**src/rtl/frame_seq_pkg.sv**
```systemverilog
// Shared definitions for the frame strobe sequencer: state encoding,
// counter widths and the address-width helper.
package frame_seq_pkg;

    typedef enum logic [1:0] {
        ST_IDLE   = 2'd0,
        ST_SETUP  = 2'd1,
        ST_STROBE = 2'd2,
        ST_HOLD   = 2'd3
    } seq_state_t;

    localparam int PHASE_W = 4;
    localparam int COUNT_W = 16;

    // Number of bits needed to index 'value' distinct items.
    function automatic int clog2(input int value);
        int r;
        r = 0;
        for (int i = 0; i < 31; i++) begin
            if ((1 << i) < value) r = i + 1;
        end
        return r;
    endfunction

endpackage

```
**src/rtl/frame_seq_timer.sv**
```systemverilog
// Loadable phase down-counter. Holds at zero until reloaded; the zero
// flag marks the last cycle of the current phase.
module frame_seq_timer
    import frame_seq_pkg::*;
(
    input  logic               CLK,
    input  logic               resetn,
    input  logic               load,
    input  logic [PHASE_W-1:0] load_val,
    output logic               zero
);

    logic [PHASE_W-1:0] count;

    // Reload on phase entry, otherwise count down and stop at zero.
    always_ff @(posedge CLK) begin
        if (!resetn) begin
            count <= '0;
        end else if (load) begin
            count <= load_val;
        end else if (count != '0) begin
            count <= count - 1'b1;
        end
    end

    assign zero = (count == '0);

endmodule

```
**src/rtl/frame_strobe_sequencer.sv**
```systemverilog
// Write-side sequencer for the tile configuration frame latches.
// Accepts (address, word) pairs, presents the word on FrameData and pulses
// the one-hot FrameStrobe bit with programmable setup/strobe/hold timing.
// Optional build macro FRAME_ADDR_CHECK_EN: out-of-range addresses are
// rejected at the handshake and flagged on a sticky addr_err output.
//
//   state  | meaning
//   IDLE   | waiting for a pair, in_ready high
//   SETUP  | FrameData driven, strobe low
//   STROBE | FrameStrobe[addr] high
//   HOLD   | strobe low, FrameData still held
module frame_strobe_sequencer
    import frame_seq_pkg::*;
#(
    parameter  int MaxFramesPerCol = 20,
    parameter  int FrameBitsPerRow = 32,
    parameter  int SETUP_CYCLES    = 1,
    parameter  int STROBE_CYCLES   = 1,
    parameter  int HOLD_CYCLES     = 1,
    localparam int ADDR_W          = clog2(MaxFramesPerCol)
) (
    input  logic                       CLK,
    input  logic                       resetn,
    input  logic                       in_valid,
    output logic                       in_ready,
    input  logic [ADDR_W-1:0]          in_addr,
    input  logic [FrameBitsPerRow-1:0] in_data,
    output logic [FrameBitsPerRow-1:0] FrameData,
    output logic [MaxFramesPerCol-1:0] FrameStrobe,
    output logic                       busy,
    output logic [COUNT_W-1:0]         frames_written
`ifdef FRAME_ADDR_CHECK_EN
    ,
    output logic                       addr_err
`endif
);

    localparam logic [PHASE_W-1:0] SETUP_LEN  = PHASE_W'(SETUP_CYCLES - 1);
    localparam logic [PHASE_W-1:0] STROBE_LEN = PHASE_W'(STROBE_CYCLES - 1);
    localparam logic [PHASE_W-1:0] HOLD_LEN   = PHASE_W'(HOLD_CYCLES - 1);
    localparam logic [MaxFramesPerCol-1:0] STROBE_ONE = MaxFramesPerCol'(1);

    seq_state_t                 state;
    seq_state_t                 state_next;
    logic [ADDR_W-1:0]          addr_q;
    logic                       addr_ok_q;
    logic                       in_range;
    logic                       accept;
    logic                       timer_load;
    logic [PHASE_W-1:0]         timer_val;
    logic                       timer_zero;
    logic                       count_inc;
    logic [MaxFramesPerCol-1:0] strobe_next;

    assign in_ready = (state == ST_IDLE) && resetn;
    assign in_range = int'(in_addr) < MaxFramesPerCol;

`ifdef FRAME_ADDR_CHECK_EN
    assign accept = in_valid && in_ready && in_range;
`else
    assign accept = in_valid && in_ready;
`endif

    frame_seq_timer u_timer (
        .CLK      (CLK),
        .resetn   (resetn),
        .load     (timer_load),
        .load_val (timer_val),
        .zero     (timer_zero)
    );

    // State register.
    always_ff @(posedge CLK) begin
        if (!resetn) state <= ST_IDLE;
        else         state <= state_next;
    end

    // Next-state logic; the timer is reloaded on every phase entry.
    always_comb begin
        state_next = state;
        timer_load = 1'b0;
        timer_val  = '0;
        count_inc  = 1'b0;
        case (state)
            ST_IDLE: begin
                if (accept) begin
                    state_next = ST_SETUP;
                    timer_load = 1'b1;
                    timer_val  = SETUP_LEN;
                end
            end
            ST_SETUP: begin
                if (timer_zero) begin
                    state_next = ST_STROBE;
                    timer_load = 1'b1;
                    timer_val  = STROBE_LEN;
                end
            end
            ST_STROBE: begin
                if (timer_zero) begin
                    state_next = ST_HOLD;
                    timer_load = 1'b1;
                    timer_val  = HOLD_LEN;
                    count_inc  = addr_ok_q;
                end
            end
            ST_HOLD: begin
                if (timer_zero) state_next = ST_IDLE;
            end
            default: state_next = ST_IDLE;
        endcase
    end

    // Strobe is registered from the next state so it is glitch-free and
    // aligned exactly with the STROBE phase; bad addresses give no strobe.
    always_comb begin
        strobe_next = '0;
        if (state_next == ST_STROBE && addr_ok_q) strobe_next = STROBE_ONE << addr_q;
    end

    // Capture registers, registered outputs and the completion counter.
    always_ff @(posedge CLK) begin
        if (!resetn) begin
            FrameData      <= '0;
            FrameStrobe    <= '0;
            busy           <= 1'b0;
            frames_written <= '0;
            addr_q         <= '0;
            addr_ok_q      <= 1'b0;
        end else begin
            if (accept) begin
                FrameData <= in_data;
                addr_q    <= in_addr;
                addr_ok_q <= in_range;
            end
            FrameStrobe <= strobe_next;
            busy        <= (state_next != ST_IDLE);
            if (count_inc) frames_written <= frames_written + 1'b1;
        end
    end

`ifdef FRAME_ADDR_CHECK_EN
    // Sticky flag for a rejected out-of-range pair.
    always_ff @(posedge CLK) begin
        if (!resetn)                             addr_err <= 1'b0;
        else if (in_valid && in_ready && !in_range) addr_err <= 1'b1;
    end
`endif

endmodule

```
**config.mk**
```make
export PLATFORM = sky130hd
export DESIGN_NAME = frame_strobe_sequencer
export DESIGN_NICKNAME = d
export VERILOG_FILES = /design/src/rtl/frame_seq_pkg.sv /design/src/rtl/frame_seq_timer.sv /design/src/rtl/frame_strobe_sequencer.sv
export SDC_FILE = /design/constraint.sdc
export NUM_CORES = 1
export LEC_CHECK = 0
export ABC_AREA = 1
export CAP_MARGIN = 5
export CORE_AREA = 10 10 100 102
export DETAILED_ROUTE_END_ITERATION = 8
export DIE_AREA = 0 0 110 112
export DONT_BUFFER_PORTS = 1
export GPL_TIMING_DRIVEN = 0
export PLACE_DENSITY = 0.65
export SETUP_SLACK_MARGIN = 0.5
export SLEW_MARGIN = 20
export SYNTH_ARGS = -nofsm -noshare
export SYNTH_HDL_FRONTEND = slang
export SYNTH_SLANG_ARGS = --single-unit
```
**constraint.sdc**
```tcl
create_clock -name CLK -period 1.5 [get_ports CLK]
set_input_delay 0.45 -clock CLK [delete_from_list [all_inputs] [get_ports CLK]]
set_output_delay 0.45 -clock CLK [all_outputs]
set_load 0.02 [all_outputs]
```
==> summary by stage, run 1 <==
STA
On the final layout, the worst clock skew is between 0.01 and 0.015 ns. Once routing completed, OpenROAD measured the worst setup slack at -0.139 ns. The hold violation total from the final report is 0. In the finished design, the share of the clock period the worst path needs comes to 109%. Setup repair after global routing could not meet its margin everywhere. Setup violations remaining at the end of the flow were counted as slightly above 70. The shortest period the worst path allows is 1.64 ns. Timing would allow up to around 0.6 GHz. The worst max-slew margin expressed relative to the limit is 57.6%. The number of pins exceeding their max-slew limit in the final report is 0. At the pin with the least slew margin, the transition time is around 0.64 ns.

Finish
The repair_antennas step left the layout with diodes totalling 0. The final standard cell area without fillers is 4360 um2. The layout has a little over 700 filler cells. The area added between synthesis and finish is 37.6%. For this run, the post-layout net count is roughly 480. The post-route netlist has between 40% and 50% of its cells at a drive strength greater than 1. Leaving out fill and tap cells, the most frequent cells in the layout are nand2_1, dfxtp_4, nand3_1. The most common library cell in the layout ignoring fill and taps is nand2_1.

The total area of multi-input combinational cells is ~1600 um2. At the end of the flow the core is filled with cells to 54.1%. The post-layout instance count excluding filler cells is approximately 550. The sequential cells in the finished layout cover a total of ~1900 um2.

Die
The initialized floorplan defines 33 standard-cell rows. The effective utilization at floorplan is 39.3%. The die boundary width is 110 um. 110 I/O pins were placed. The floorplan die area is 12300 um2.

The core region area is 8050 um2. The die boundary height is ~110 um.

Clock tree
Clock tree synthesis selected as its root buffer the cell clkbuf_8. The worst-case clock buffer depth is 2. After clock tree synthesis, the clock-pin slew on the worst setup and hold paths is ~0.090 ns. After clock tree synthesis, the flow added hold-fix buffers numbering 0. The clock tree from TritonCTS is yes. The later pin in the worst-skew pair is clocked with a latency of 0.35 ns. The clock buffer count from CTS is 9. The number of sinks on the clock net is 81. The H-tree depth reported by CTS is 3.

Critical path
The category of the critical setup timing path is flop to flop. The maximum fanout along the worst path is 5. STA classifies the critical path endpoint as a flop. The data arrival time of the critical path is between 1.5 and 2 ns. STA puts the critical path data required time at roughly 1.7 ns.

The startpoint type of the worst setup path is a flop.

Drt
For this run, design rule violations remaining after detail routing come to 0. The count of nets left with antenna violations after detail routing is 0. Using the TritonRoute via totals, the vias-per-cell ratio works out to 4.98. The routed wire length is ~8800 um. Summing over every cut layer, the via total after detailed routing is 2718.

The detailed-route wire length per cell is between 15 and 20 um. The first routing iteration left 109 violations. For this run, the detailed router's first-pass iteration total came to 5.

Logic synthesis
The average footprint of a synthesized cell is ~7.8 um2. The post-synth net total is about 450. Summing the areas of all and, or, nand and nor instances in the mapped netlist gives between 30% and 40% of the synthesized area.

The Yosys step of the flow raised 0 warnings. The count of mapped cells out of synthesis is 406. The arithmetic-cell share of the synthesized area counting full adders, half adders and majority gates is under 10%. Summing the areas of all compound-gate instances in the mapped netlist gives 6.09% of the synthesized area. The register bit total from synthesis is 81. The main combinational cell family by area after synthesis is simple AND/OR/NAND/NOR gates. The mux cell area share after synthesis is 0%.

The post-synthesis instance area is between 3000 and 4000 um2. The distinct cell type count of the synthesized netlist is 29. The fraction of synthesized cell area in xor and xnor cells is less than 1%.

The share of synthesized area occupied by flip-flops and latches is approximately half.

Placement
The placed instance area is ~3400 um2. The number of placed instances, taps included is about 500. The HPWL reported at the end of detailed placement is ~6000 um. The congestion estimate from routability-driven global placement came to 0.843.

The quantity of I/O buffers inserted on ports is 0.

Global route
Entering global routing, the biggest net connects 17 pins. The initial antenna violation count was 0. The first global-routing pass estimated 13800 um of wire. After global routing the overflow that remains totals 0. The total global-route track usage is around 14%. The number of global-route vias before repair was 2661.

Min path
The tightest min-delay check is of the input port to flop type.

Outcome
The flow ran to the end, but the final reports show violations. The final reports fail on negative setup slack.

Power and ir drop
The worst-case IR drop observed on VDD is around 0.73 mV. In this run the power density over the cells is 1450 nW/um2. Summed over all cells, the static leakage comes to between 0.0015 and 0.002 uW.

The total power consumption of the routed design is 6310 uW.

Job
Max-cap violations in this run came to 0.
[synth_stat cells (all sizes together)]
cell	number	area share, %
ha	7	2.8
a31oi	1	0.20
nor3	15	2.4
or2	3	0.59
nand2	108	13
nor2	44	5.5
nand4	6	2.1
nor3b	1	0.24
nand3	52	8.4
a21oi	19	3.7
o21a	2	0.47
xor2	1	0.28
buf	5	0.75
dfxtp	81	51
o21ai	10	1.7
clkbuf	10	1.2
xnor2	2	0.55
inv	39	4.6
[layout make-up]
type	instances	area share [%]
clock buffers	9	2.84
repair buffers	19	5.89
inverters	39	3.85
well taps	105	3.02
flip-flops and latches	81	43.3
multi-input cells	271	36.6
clock inverters	7	1.44
plain buffers	15	3.07
[sequential cells by signal, summed over array words and instances (netlist names)]
| register | cells |
|---|---|
| FrameStrobe | 20 |
| frames_written | 16 |
| state | 2 |
| addr_ok_q | 1 |
| u_timer.count | 4 |
| addr_q | 5 |
| FrameData | 32 |
| busy | 1 |
[per-stage QoR]
stage / setup slack (ns) / hold WS [ns] / TNS [ns]
4_1_cts: -0.131 / 0.187 / -3.56
5_1_grt: -0.244 / 0.175 / -11.89
3_3_place_gp: -0.174 / 0.460 / -3.04
6_report: -0.139 / 0.195 / -6.51
2_1_floorplan: 0.0278 / 0.450 / 0
3_5_place_dp: -0.208 / 0.470 / -3.83
[cell families after synthesis]
family          Yosys count
fa+ha+maj                 7
buf+inv                  54
flops                    81
simple gates            229
xor+xnor                  3
compound gates           32
[worst max-delay path: stages (launching register included)]
cell,delay (ns)
dfxtp_4,0.41
inv_6,0.06
ha_4,0.16
nand2_4,0.07
inv_8,0.05
nand2_8,0.07
buf_4,0.11
buf_12,0.11
clkinvlp_4,0.09
buf_6,0.14
buf_8,0.12
nand2_1,0.06
nand2_1,0.05
[worst paths after layout]
kind	start	endpoint	slack [ns]	cells after the start
max reg2reg	state[0]	FrameData[16]	-0.14	12
min reg2reg	u_timer.count[1]	u_timer.count[1]	0.48	2
min	in_data[8]	FrameData[8]	0.20	2
max	state[0]	FrameData[16]	-0.14	12
[metal layers]
metal,GRT usage (%),up-vias,routed length (um)
met5,0,-,0
met4,4.17,0,66
met3,6.46,6,882
met2,22.6,88,4320
met1,15.8,1254,3500
li1,-,1370,-
[report_power, final]
| group | total [uW] | leakage (uW) | switching (uW) | internal [uW] |
|---|---|---|---|---|
| sequential | 2940 | 0.000712 | 484 | 2460 |
| clock | 1510 | 0.0000859 | 875 | 632 |
| combinational | 1860 | 0.000949 | 985 | 878 |
| total | 6310 | 0.00175 | 2340 | 3970 |
[what timing repair did]
action,CTS,global route
buffers inserted,8,6
setup endpoints to repair,151,151
gates cloned,2,3
pin swaps,14,20
gates resized for setup,168,58
(Power assumes the default switching activity.)
==> inputs of run 2 (changes only) <==
==> constraint.sdc (replaced) <==
create_clock -name CLK -period 1.4 [get_ports CLK]
set_input_delay 0.42 -clock CLK [delete_from_list [all_inputs] [get_ports CLK]]
set_output_delay 0.42 -clock CLK [all_outputs]
set_load 0.02 [all_outputs]
==> results of run 2 <==
Same layout as run 1 (identical final DEF). Status: finished, violations left: negative setup slack.
Among the figures that moved: setup slack after placement -0.208 ns -> -0.308 ns; setup slack after layout -0.139 ns -> -0.239 ns; setup TNS -6.51 ns -> -13.95 ns; hold slack 0.195 ns -> 0.165 ns; number of setup violations in the final report 71 -> 79; register-to-register setup slack -0.14 ns -> -0.24 ns; total power 6310 uW -> 6760 uW; worst IR drop on VDD 0.728 mV -> 0.780 mV
==> inputs of run 3 (changes only) <==
--- a/config.mk
+++ b/config.mk
@@ -12,6 +12,7 @@
 export DIE_AREA = 0 0 110 112
 export DONT_BUFFER_PORTS = 1
 export GPL_TIMING_DRIVEN = 0
+export HOLD_SLACK_MARGIN = 0.03
 export PLACE_DENSITY = 0.65
 export SETUP_SLACK_MARGIN = 0.5
 export SLEW_MARGIN = 20
==> results of run 3 <==
Same layout as run 1 (identical final DEF). Status: finished, violations left: negative setup slack.
Among the figures that moved: setup slack after placement -0.208 ns -> -0.308 ns; setup slack after layout -0.139 ns -> -0.239 ns; setup TNS -6.51 ns -> -13.95 ns; hold slack 0.195 ns -> 0.165 ns; number of setup violations in the final report 71 -> 79; register-to-register setup slack -0.14 ns -> -0.24 ns; total power 6310 uW -> 6760 uW; worst IR drop on VDD 0.728 mV -> 0.780 mV
